## config.mk

```make
export PLATFORM = sky130hd
export DESIGN_NAME = hitmem_layer_addr_mgr
export DESIGN_NICKNAME = d
export VERILOG_FILES = /design/src/rtl/hitmem_layer_addr_mgr.sv
export SDC_FILE = /design/constraint.sdc
export NUM_CORES = 1
export LEC_CHECK = 0
export CAP_MARGIN = 20
export CELL_PAD_IN_SITES_DETAIL_PLACEMENT = 1
export CELL_PAD_IN_SITES_GLOBAL_PLACEMENT = 2
export CORE_ASPECT_RATIO = 1.4
export CORE_MARGIN = 2
export CORE_UTILIZATION = 31
export CTS_BUF_LIST = sky130_fd_sc_hd__clkbuf_8
export CTS_CLUSTER_SIZE = 25
export DETAILED_ROUTE_END_ITERATION = 10
export GPL_TIMING_DRIVEN = 0
export PLACE_DENSITY_LB_ADDON = 0.1
export SLEW_MARGIN = 40
export SYNTH_ARGS = -nofsm -noshare
export SYNTH_HDL_FRONTEND = slang
export SYNTH_SLANG_ARGS = --single-unit
```

## constraint.sdc

```tcl
create_clock -name clock -period 1.8 [get_ports clock]
set_input_delay 0.36 -clock clock [delete_from_list [all_inputs] [get_ports clock]]
set_output_delay 0.36 -clock clock [all_outputs]
set_load 0.02 [all_outputs]
```

## src/rtl/hitmem_layer_addr_mgr.sv

```systemverilog
// Per-layer hit-memory address manager: saturating write counters with status
// flags, plus a read sequencer that walks one layer's stored addresses.
module hitmem_layer_addr_mgr #(
  parameter int NLAYERS = 6,
  parameter int LAYER_W = 3,
  parameter int ADDR_W  = 5
) (
  input  logic               clock,
  input  logic               reset,
  input  logic               clear,
  input  logic               wr_valid,
  input  logic [LAYER_W-1:0] wr_layer,
  output logic               wr_accept,
  output logic [ADDR_W-1:0]  wr_addr,
  output logic [NLAYERS-1:0] full,
  output logic [NLAYERS-1:0] empty,
  output logic [NLAYERS-1:0] ovf,
  input  logic               rd_start,
  input  logic [LAYER_W-1:0] rd_layer,
  output logic               rd_valid,
  input  logic               rd_ready,
  output logic [ADDR_W-1:0]  rd_addr,
  output logic               rd_last,
  output logic               rd_busy,
  output logic               rd_done
);

  localparam logic [ADDR_W:0]  DEPTH_C = {1'b1, {ADDR_W{1'b0}}};
  localparam logic [LAYER_W:0] NL_C    = (LAYER_W+1)'(NLAYERS);

  typedef enum logic [1:0] {S_IDLE, S_RUN, S_DONE} state_t;

  logic [ADDR_W:0]    count_q [NLAYERS];
  logic [ADDR_W:0]    count_d [NLAYERS];
  logic [NLAYERS-1:0] ovf_q, ovf_d;
  state_t             state_q, state_d;
  logic [ADDR_W:0]    len_q, len_d;
  logic [ADDR_W-1:0]  idx_q, idx_d;

  logic               wr_legal, rd_legal, idx_is_last;
  logic [ADDR_W:0]    wr_cnt, rd_cnt;

  // Variable-layer lookups use a compare loop so an illegal layer reads as 0
  always_comb begin
    wr_cnt = '0;
    rd_cnt = '0;
    for (int i = 0; i < NLAYERS; i++) begin
      if (wr_layer == LAYER_W'(i)) wr_cnt = count_q[i];
      if (rd_layer == LAYER_W'(i)) rd_cnt = count_q[i];
    end
  end

  assign wr_legal  = {1'b0, wr_layer} < NL_C;
  assign rd_legal  = {1'b0, rd_layer} < NL_C;
  assign wr_accept = wr_valid & ~clear & wr_legal & (wr_cnt != DEPTH_C);
  assign wr_addr   = wr_cnt[ADDR_W-1:0];

  always_comb begin
    for (int i = 0; i < NLAYERS; i++) begin
      full[i]  = (count_q[i] == DEPTH_C);
      empty[i] = (count_q[i] == '0);
    end
  end

  assign ovf = ovf_q;

  always_comb begin
    ovf_d = ovf_q;
    for (int i = 0; i < NLAYERS; i++) count_d[i] = count_q[i];
    if (clear) begin
      ovf_d = '0;
      for (int i = 0; i < NLAYERS; i++) count_d[i] = '0;
    end else if (wr_valid && wr_legal) begin
      for (int i = 0; i < NLAYERS; i++) begin
        if (wr_layer == LAYER_W'(i)) begin
          if (count_q[i] != DEPTH_C) count_d[i] = count_q[i] + 1'b1;
          else                       ovf_d[i]   = 1'b1;
        end
      end
    end
  end

  // len may equal DEPTH, so compare in ADDR_W+1 bits
  assign idx_is_last = ({1'b0, idx_q} == (len_q - 1'b1));

  always_comb begin
    state_d = state_q;
    len_d   = len_q;
    idx_d   = idx_q;
    case (state_q)
      S_IDLE: begin
        if (rd_start) begin
          len_d   = rd_legal ? rd_cnt : '0;
          idx_d   = '0;
          state_d = (rd_legal && rd_cnt != '0) ? S_RUN : S_DONE;
        end
      end
      S_RUN: begin
        if (rd_ready) begin
          if (idx_is_last) state_d = S_DONE;
          else             idx_d   = idx_q + 1'b1;
        end
      end
      S_DONE:  state_d = S_IDLE;
      default: state_d = S_IDLE;
    endcase
    if (clear) state_d = S_IDLE;
  end

  assign rd_valid = (state_q == S_RUN);
  assign rd_last  = rd_valid & idx_is_last;
  assign rd_done  = (state_q == S_DONE);
  assign rd_busy  = (state_q != S_IDLE);
  assign rd_addr  = idx_q;

  always_ff @(posedge clock) begin
    if (reset) begin
      state_q <= S_IDLE;
      len_q   <= '0;
      idx_q   <= '0;
      ovf_q   <= '0;
      for (int i = 0; i < NLAYERS; i++) count_q[i] <= '0;
    end else begin
      state_q <= state_d;
      len_q   <= len_d;
      idx_q   <= idx_d;
      ovf_q   <= ovf_d;
      for (int i = 0; i < NLAYERS; i++) count_q[i] <= count_d[i];
    end
  end

endmodule

```

==> flow_summary_export.csv, run 1 <==
group,metric,value,unit
detailed_routing,drtAntennaViolNets,0,
detailed_routing,drt-total-wl,10900,um
synthesis,synth_fp_nets,418,
floorplan,start_util,0.317,
worst_hold_path,holdCritPathClass,"input port to flop",
floorplan,row_count,45,
timing,skew,9.34,ps
worst_setup_path,crit_path_start_kind,"flop",
run,maxCapViolCount,0,
floorplan,die_area,11900,um2
synthesis,synth-seq-area-share,0.321,
timing,rsz0062_at_grt,"yes",
finish,instances_no_fill,618,
detailed_routing,drt_iter0_drc,116,
clock_network,clk_latency,320,ps
timing,slew_viol_final,0,
clock_network,cts.sinks,55,
clock_network,ctsHoldBuffers,0,
pwr,cellLeakagePower,1.94,nW
timing,fin_crit,2270,ps
grt,gr-usage-all-layers,0.189,
clock_network,htreeDepth,2,
worst_setup_path,slowest_stage,"or3_4",
timing,tns,-3710,ps
detailed_routing,num_vias,3118,
placement,dp_cells,572,
worst_hold_path,whs_path_depth,4,
outcome,status,"finished, violations left",
worst_setup_path,r2r_cells,9,
timing,setup_viol_count_final,18,
detailed_routing,drc_errors,0,
placement,portBuffers,39,
synthesis,syn_avg_cell_area,8.74,um2
pwr,irDropWorstVdd,0.000270,V
placement,routabilityCongestion,0.786,
clock_network,cts_buffer_depth,2,
worst_setup_path,path_buf_inv,1,
timing,fin_ws,-465,ps
timing,max_slew.worst_pin.slew,659,ps
timing,fin_crit_sh,1.26,
clock_network,cts_tree,"yes",
placement,postPlaceCellArea,4090,um2
synthesis,synth_warnings,0,
worst_setup_path,endpoint_kind,"primary output",
synthesis,synth_edf_count,0,
finish,filler_cell_count,1275,
detailed_routing,viasPerCell,5.05,
timing,max_slew_margin,0.561,
timing,fmax,442,MHz
detailed_routing,wl_per_cell,17.7,um
synthesis,synthDistinctLibCells,56,
clock_network,cts_root_buffer,"clkbuf_8",
grt,grt_max_degree,16,
outcome,violations,"setup timing",
worst_setup_path,critPathKind,"flop to primary output",
synthesis,syn-cell-area,3430,um2
finish,fin_util,0.449,
finish,final_area,4850,um2
worst_setup_path,cp.arrival,1910,ps
clock_network,cts_buffers,5,
worst_setup_path,max_stage_delay,410,ps
worst_setup_path,required,1440,ps
worst_setup_path,cp.depth,5,
synthesis,synthCells,392,
finish,drive_gt1_frac,0.377,
floorplan,core_area,10800,um2
worst_setup_path,critical-path-top-delay-family,"simple AND/OR/NAND/NOR gates",
grt,grt_pass1_vias,3278,
detailed_routing,drt-pass1-iter-count,7,
floorplan,dieWidth,92.9,um
grt,grt_pass1_wl,17600,um
finish,antennaDiodeCount,0,
pwr,power_density,464,nW/um2
worst_setup_path,crit_chain,"or2_1 > o31a_1 > or3_4 > nor4_4 > buf_4",
grt,antenna_found_initial,0,
synthesis,synth-seq-cells,55,
grt,grt_overflow_total,0,
floorplan,pin_count,45,
floorplan,die_height,128,um
timing,hold_violations,0,
clock_network,clk_pin_slew,100,ps
synthesis,ys.flop_type,"dfxtp_1",
worst_setup_path,path_max_fanout,4,
finish,nets,502,
synthesis,synthArstFlopShare,0,
placement,post-place-ws,-1440,ps
finish,syn_to_final_growth,41.5,%
placement,dp_hpwl,8000,um
logic make-up after synthesis:
family,synth area share
AOI/OAI and AO/OA,0.0960
xor gates and xnor gates,0.0960
adders and majority gates,0.0511
buffers and inverters,0.0533
DFF,0.321
muxes,0.126
and+or+nand+nor,0.256
worst min-delay path, stage by stage:
cell and delay [ps]:
buf_6 110, a22oi_1 100, nand2_1 70, o21ai_0 70
per-layer routing:
layer	GRT usage	share of wire	wire length [um]	vias to the layer above
met5	0	0	0	-
met4	0.0536	0.014	149	0
met3	0.0205	0.015	159	8
met2	0.355	0.54	5940	28
met1	0.224	0.43	4680	1537
li1	-	-	-	1545
layout make-up:
| cell class | instances | area (um2) | area share |
|---|---|---|---|
| Clock buffer | 7 | 96.3 | 0.0199 |
| Tap cell | 141 | 176 | 0.0364 |
| Clock inverter | 1 | 3.75 | 0.000774 |
| Timing Repair Buffer | 77 | 699 | 0.144 |
| Buffer | 16 | 153 | 0.0315 |
| Multi-Input combinational cell | 304 | 2460 | 0.507 |
| Inverter | 17 | 73.8 | 0.0152 |
| Sequential cell | 55 | 1190 | 0.245 |
cells in the mapped netlist, drive strengths merged (2+ instances only):
| cell type | number | area share |
|---|---|---|
| nor2 | 62 | 0.068 |
| dfxtp | 55 | 0.32 |
| nand2 | 34 | 0.037 |
| xor2 | 27 | 0.069 |
| mux2i | 23 | 0.067 |
| inv | 17 | 0.019 |
| ha | 14 | 0.051 |
| nand4 | 14 | 0.026 |
| mux2 | 12 | 0.039 |
| o21ai | 11 | 0.016 |
| a21oi | 10 | 0.015 |
| buf | 9 | 0.024 |
| nand2b | 8 | 0.015 |
| xnor2 | 8 | 0.020 |
| clkbuf | 7 | 0.011 |
| nor3 | 7 | 0.013 |
| and2b | 6 | 0.014 |
| and3 | 6 | 0.011 |
| a222oi | 4 | 0.012 |
| a31oi | 4 | 0.0073 |
| and4b | 4 | 0.012 |
| nand3 | 4 | 0.0058 |
| nor2b | 4 | 0.0073 |
| nor4 | 4 | 0.0073 |
| nor4bb | 4 | 0.012 |
| mux4 | 3 | 0.020 |
| nand3b | 3 | 0.0066 |
| o221ai | 3 | 0.0077 |
| or2 | 3 | 0.0055 |
| a211oi | 2 | 0.0044 |
| a22oi | 2 | 0.0044 |
| and2 | 2 | 0.0037 |
| nor3b | 2 | 0.0044 |
| nor4b | 2 | 0.0051 |
| o21a | 2 | 0.0066 |
state kept, by name, indices dropped and copies added (netlist names):
signal	count
rd_addr	5
ovf	6
count_q	36
state_q	2
len_q	6
cell usage in the layout, fill, tap and decap left out, types with 7 or more instances in the layout:
cell type / n
dfxtp_1: 29
mux2_2: 10
inv_1: 11
clkdlybuf4s50_1: 13
clkbuf_8: 8
buf_4: 37
nor2_1: 60
ha_1: 9
nand2_1: 31
a21oi_1: 7
xor2_1: 27
dfxtp_4: 21
buf_6: 21
nand4_1: 14
mux2i_1: 21
xnor2_1: 7
o21ai_0: 8
metrics by stage:
stage               hold WS [ps]  power, mW
floorplan                    448       1.42
global placement             452       1.50
detailed placement           463       1.51
CTS                          421       2.30
global route                 461       2.37
finish                       428       2.25
path summary, 6_finish.rpt:
kind,start,to,slack (ps)
hold / removal,rd_layer[1],len_q[2],430
setup reg to reg,len_q[0],rd_addr[4],-390
hold reg to reg,ovf[3],ovf[3],470
setup / recovery,len_q[0],rd_last,-470
power by group:
part / internal (mW) / leakage, nW / switching (mW)
sequential: 1.19 / 0.463 / 0.00629
combinational: 0.133 / 1.42 / 0.168
clock: 0.347 / 0.0557 / 0.407
total: 1.67 / 1.94 / 0.582
what timing repair did:
item,4_1_cts,5_1_grt
resized for setup,191,55
endpoints found under the setup margin,60,43
cloned,1,0
pin swaps,18,15
endpoints found under the hold margin,0,0
setup buffers,17,21
(Power assumes the default switching activity.)
==> inputs of run 2 (changes only) <==
--- a/config.mk
+++ b/config.mk
@@ -15,7 +15,7 @@
 export CTS_CLUSTER_SIZE = 25
 export DETAILED_ROUTE_END_ITERATION = 10
 export GPL_TIMING_DRIVEN = 0
-export PLACE_DENSITY_LB_ADDON = 0.1
+export PLACE_DENSITY = 0.84
 export SLEW_MARGIN = 40
 export SYNTH_ARGS = -nofsm -noshare
 export SYNTH_HDL_FRONTEND = slang
==> flow_summary_export.csv, run 2 (synthesized netlist as in run 1, its figures left out) <==
group,metric,value,unit
outcome,status,"finished, violations left",
timing,fmax,435,MHz
worst_hold_path,holdPathEnd,"len_q[2]",
finish,syn_to_final_growth,44.7,%
pwr,p_int,1.87,mW
worst_setup_path,slowest_stage,"or3_4",
worst_setup_path,endpoint_kind,"primary output",
worst_setup_path,rrSetupSlack,-370,ps
timing,fin_ws,-501,ps
floorplan,die_height,128,um
clock_network,htreeDepth,2,
floorplan,dieWidth,92.9,um
detailed_routing,wl_per_cell,17.9,um
clock_network,cts_root_buffer,"clkbuf_8",
pwr,pwr-share-seq,0.480,
timing,rsz0062_at_grt,"yes",
floorplan,die_area,11900,um2
worst_setup_path,max_stage_delay,420,ps
worst_setup_path,critical-path-top-delay-family,"simple AND/OR/NAND/NOR gates",
clock_network,cts_tree,"yes",
clock_network,clk_latency,330,ps
pwr,total_power,2.49,mW
finish,instances_no_fill,621,
finish,multi_input_area,2520,um2
detailed_routing,drtAntennaViolNets,0,
timing,hold_violations,0,
pwr,cellLeakagePower,1.98,nW
floorplan,core_area,10800,um2
clock_network,clk_pin_slew,110,ps
timing,slew_viol_final,0,
worst_setup_path,cp.arrival,1940,ps
grt,grt_overflow_total,0,
timing,fin_crit_sh,1.28,
worst_setup_path,path_max_fanout,4,
pwr,combPwrFrac,0.119,
placement,post-place-ws,-1430,ps
timing,fin_crit,2300,ps
pwr,power_density,502,nW/um2
detailed_routing,drc_errors,0,
worst_hold_path,holdCritPathClass,"input port to flop",
grt,grt_max_degree,17,
pwr,irDropWorstVdd,0.000246,V
timing,max_slew_margin,0.594,
worst_setup_path,crit_chain,"or2_4 > o31a_1 > or3_4 > nor4_4 > buf_4",
timing,max_slew.worst_pin.slew,608,ps
placement,dp_cells,572,
clock_network,cts_buffer_depth,2,
finish,antennaDiodeCount,0,
detailed_routing,num_vias,3191,
outcome,violations,"setup timing",
finish,fin_util,0.459,
finish,regArea,1190,um2
grt,grt_pass1_wl,16900,um
grt,gr-usage-all-layers,0.183,
placement,postPlaceCellArea,4090,um2
finish,final_area,4960,um2
finish,nets,505,
finish,largest_reg_flops,36,
detailed_routing,drt_iter0_drc,106,
placement,portBuffers,39,
finish,final_cell_mix,"nor2_1 (60), buf_4 (42), nand2_1 (32)",
floorplan,pin_count,45,
worst_setup_path,r2r-end,"rd_addr[4]",
floorplan,row_count,45,
pwr,switching_power,618,uW
finish,filler_cell_count,1250,
clock_network,ctsHoldBuffers,0,
worst_setup_path,required,1440,ps
finish,final_common_cell,"nor2_1",
placement,dp_hpwl,7780,um
detailed_routing,drt-total-wl,11100,um
run,maxCapViolCount,0,
floorplan,start_util,0.317,
worst_setup_path,worstReg2RegStart,"len_q[1]",
finish,drive_gt1_frac,0.408,
worst_setup_path,critPathKind,"flop to primary output",
worst_setup_path,path_buf_inv,1,
worst_hold_path,whs_path_depth,4,
detailed_routing,viasPerCell,5.14,
timing,skew,9.29,ps
detailed_routing,drt-pass1-iter-count,4,
clock_network,cts_buffers,5,
finish,regMostFlops,"count_q",
worst_setup_path,r2r_cells,9,
pwr,swShare,0.248,
placement,routabilityCongestion,0.837,
worst_setup_path,crit_path_start_kind,"flop",
pwr,clkPwrFrac,0.400,
worst_hold_path,hp-start,"rd_layer[1]",
timing,setup_viol_count_final,18,
clock_network,cts.sinks,55,
grt,grt_pass1_vias,3202,
grt,antenna_found_initial,0,
run 2: cell types whose count changed in the layout (fill, tap and decap cells not counted), moves of 3 or more:
| cell | change |
|---|---|
| buf_6 | +3 |
| buf_4 | +5 |
| buf_2 | -3 |
| inv_1 | -3 |
| dfxtp_2 | +4 |
| dfxtp_1 | -5 |
run 2: worst reg2reg max path, cell delays in order (launching register included):
cell and delay, ps:
dfxtp_4 370, or2_4 250, o31a_1 240, or3_4 420, buf_6 130, buf_6 100, buf_6 110, o21bai_4 200
a211oi_2 120, mux2i_1 130
run 2: final cells by class:
class                           instances  share of cell area
Tap cell                              141              0.0356
Inverter                               17              0.0159
Clock buffer                            5              0.0139
Multi-Input combinational cell        304               0.507
Timing Repair Buffer                   80               0.144
Buffer                                 16              0.0295
Sequential cell                        55               0.241
Clock inverter                          3              0.0129
run 2: how the worst max path moves through the flow:
stage	start	to	slack (ps)	cells past startpoint
2_1_floorplan	wr_layer[1]	wr_accept	-150	5
3_3_place_gp	wr_layer[0]	wr_accept	-1440	8
3_5_place_dp	wr_layer[0]	wr_accept	-1430	8
4_1_cts	len_q[2]	rd_last	-530	5
5_1_grt	len_q[2]	rd_last	-560	5
6_report	len_q[1]	rd_last	-500	5
run 2: per-layer routing:
layer	part of all wire	GRT usage
met4	0.029	0.0779
met5	0	0
met2	0.57	0.353
met3	0.023	0.0217
met1	0.38	0.198
run 2: what timing repair did:
action | CTS | global route
setup endpoints to repair | 60 | 44
pin swaps | 14 | 26
gates cloned | 0 | 0
gates resized for setup | 196 | 73
setup buffers | 15 | 27
run 2: metrics by stage:
stage	TNS [ps]	hold WS [ps]
after global placement	-26000	449
final	-3750	430
after CTS	-2460	394
after floorplan	-260	448
after detailed placement	-28000	459
after global routing	-5370	449
run 2: power groups by stage:
stage	sequential (mW)	combinational, mW	clock [mW]
floorplan	1.25	0.170	0
global placement	1.26	0.244	0
detailed placement	1.26	0.249	0
CTS	1.20	0.276	1.03
global route	1.20	0.320	1.07
finish	1.20	0.297	0.996
==> inputs of run 3 (changes only) <==
--- a/config.mk
+++ b/config.mk
@@ -16,6 +16,7 @@
 export DETAILED_ROUTE_END_ITERATION = 10
 export GPL_TIMING_DRIVEN = 0
 export PLACE_DENSITY = 0.84
+export SKIP_CTS_REPAIR_TIMING = 1
 export SLEW_MARGIN = 40
 export SYNTH_ARGS = -nofsm -noshare
 export SYNTH_HDL_FRONTEND = slang
==> flow_summary_export.csv, run 3 (synthesized netlist as in run 1, its figures left out) <==
group,metric,value,unit
outcome,status,"finished, violations left",
outcome,violations,"setup timing",
clock_network,cts_tree,"yes",
pwr,combPwrFrac,0.117,
finish,largest_reg_flops,36,
worst_setup_path,r2r-end,"rd_addr[4]",
detailed_routing,drt-total-wl,10400,um
worst_setup_path,worstSetupStartpoint,"len_q[2]",
timing,skew,8.60,ps
placement,dp_hpwl,7780,um
floorplan,row_count,45,
floorplan,pin_count,45,
timing,fin_ws,-526,ps
grt,grt_overflow_total,0,
clock_network,clk_pin_slew,100,ps
finish,drive_gt1_frac,0.375,
placement,routabilityCongestion,0.837,
grt,grt_max_degree,17,
worst_setup_path,rrSetupSlack,-200,ps
detailed_routing,viasPerCell,5.07,
finish,instances_no_fill,613,
detailed_routing,num_vias,3105,
run,maxCapViolCount,0,
floorplan,core_area,10800,um2
timing,fmax,430,MHz
grt,grt_pass1_wl,16000,um
detailed_routing,drc_errors,0,
timing,tns,-2440,ps
placement,dp_cells,572,
pwr,irDropWorstVdd,0.000242,V
pwr,pwr-share-seq,0.485,
worst_hold_path,holdCritPathClass,"input port to flop",
finish,nets,497,
detailed_routing,drt_iter0_drc,120,
grt,gr-usage-all-layers,0.172,
worst_setup_path,path_max_fanout,5,
pwr,swShare,0.245,
detailed_routing,wl_met1,4140,um
timing,rsz0062_at_grt,"yes",
worst_setup_path,cp.arrival,1970,ps
worst_setup_path,crit_end,"rd_last",
detailed_routing,wl_met2,5730,um
timing,max_slew.worst_pin.slew,742,ps
grt,grt_pass1_vias,3044,
floorplan,die_area,11900,um2
detailed_routing,drt-pass1-iter-count,5,
timing,slew_viol_final,0,
floorplan,start_util,0.317,
clock_network,cts_root_buffer,"clkbuf_8",
detailed_routing,routed-wl-met3,269,um
finish,fin_util,0.446,
clock_network,cts_buffers,5,
finish,syn_to_final_growth,40.7,%
worst_setup_path,endpoint_kind,"primary output",
detailed_routing,wl_per_cell,17.0,um
detailed_routing,drtAntennaViolNets,0,
placement,portBuffers,39,
timing,fin_crit,2330,ps
floorplan,die_height,128,um
detailed_routing,dr.max_layer_used,"met4",
pwr,p_int,1.88,mW
finish,final_cell_mix,"nor2_1 (61), buf_4 (40), nand2_1 (33)",
placement,post-place-ws,-1430,ps
finish,regMostFlops,"count_q",
clock_network,cts.sinks,55,
clock_network,cts_buffer_depth,2,
worst_setup_path,worstReg2RegStart,"len_q[2]",
worst_setup_path,crit_path_start_kind,"flop",
timing,fin_crit_sh,1.29,
worst_setup_path,required,1440,ps
worst_setup_path,critPathKind,"flop to primary output",
floorplan,dieWidth,92.9,um
clock_network,htreeDepth,2,
pwr,cellLeakagePower,1.99,nW
clock_network,clk_latency,330,ps
worst_setup_path,r2r_cells,7,
pwr,switching_power,609,uW
finish,final_common_cell,"nor2_1",
finish,antennaDiodeCount,0,
pwr,power_density,516,nW/um2
grt,antenna_found_initial,0,
timing,hold_violations,0,
pwr,clkPwrFrac,0.399,
timing,max_slew_margin,0.505,
timing,setup_viol_count_final,17,
## run 3: cell count changes in the layout (fill, tap and decap cells not counted), sizes merged
cell           change
buf                -9
clkdlybuf4s15      -1
dlygate4sd2        -4
dlymetal6s2s       +6
## run 3: metal layers
layer,vias to the layer above,track usage
li1,1530,-
met1,1505,0.192
met2,50,0.322
met3,20,0.0217
met4,0,0.0770
met5,-,0
## run 3: power groups by stage
stage	registers [mW]	clock network (mW)	logic (mW)
after floorplan	1.25	0	0.170
after global placement	1.26	0	0.244
after detailed placement	1.26	0	0.249
after CTS	1.23	1.03	0.250
after global routing	1.21	1.07	0.314
final	1.21	0.991	0.290
## run 3: final cells by class
class / instances / area (um2)
plain buffers: 16 / 150
inverters: 17 / 66.3
clock inverters: 3 / 63.8
repair buffers: 72 / 649
fillers: 1274 / 5990
clock buffers: 5 / 68.8
multi-input cells: 304 / 2470
well taps: 141 / 176
flip-flops and latches: 55 / 1180
## run 3: worst min-delay path by stage
stage / depth (start not counted) / end / start / slack, ps
2_1_floorplan: 2 / len_q[5] / len_q[5] / 450
3_3_place_gp: 2 / ovf[3] / ovf[3] / 450
3_5_place_dp: 2 / ovf[1] / ovf[1] / 460
4_1_cts: 4 / len_q[2] / rd_layer[1] / 400
5_1_grt: 4 / len_q[2] / rd_layer[1] / 440
6_report: 4 / len_q[2] / rd_layer[1] / 410
## run 3: worst max-delay path: stages, from the launching register on
cell	delay, ps
dfxtp_4	370
or2_1	240
o31a_1	280
or3_4	410
nor4_4	150
buf_4	180
## run 3: stage by stage
step	instance area (um2)	total power [mW]	hold slack [ps]
floorplan	3520	1.42	448
global placement	4090	1.50	449
detailed placement	4090	1.51	459
CTS	4220	2.51	404
global route	4820	2.59	437
finish	4820	2.49	408
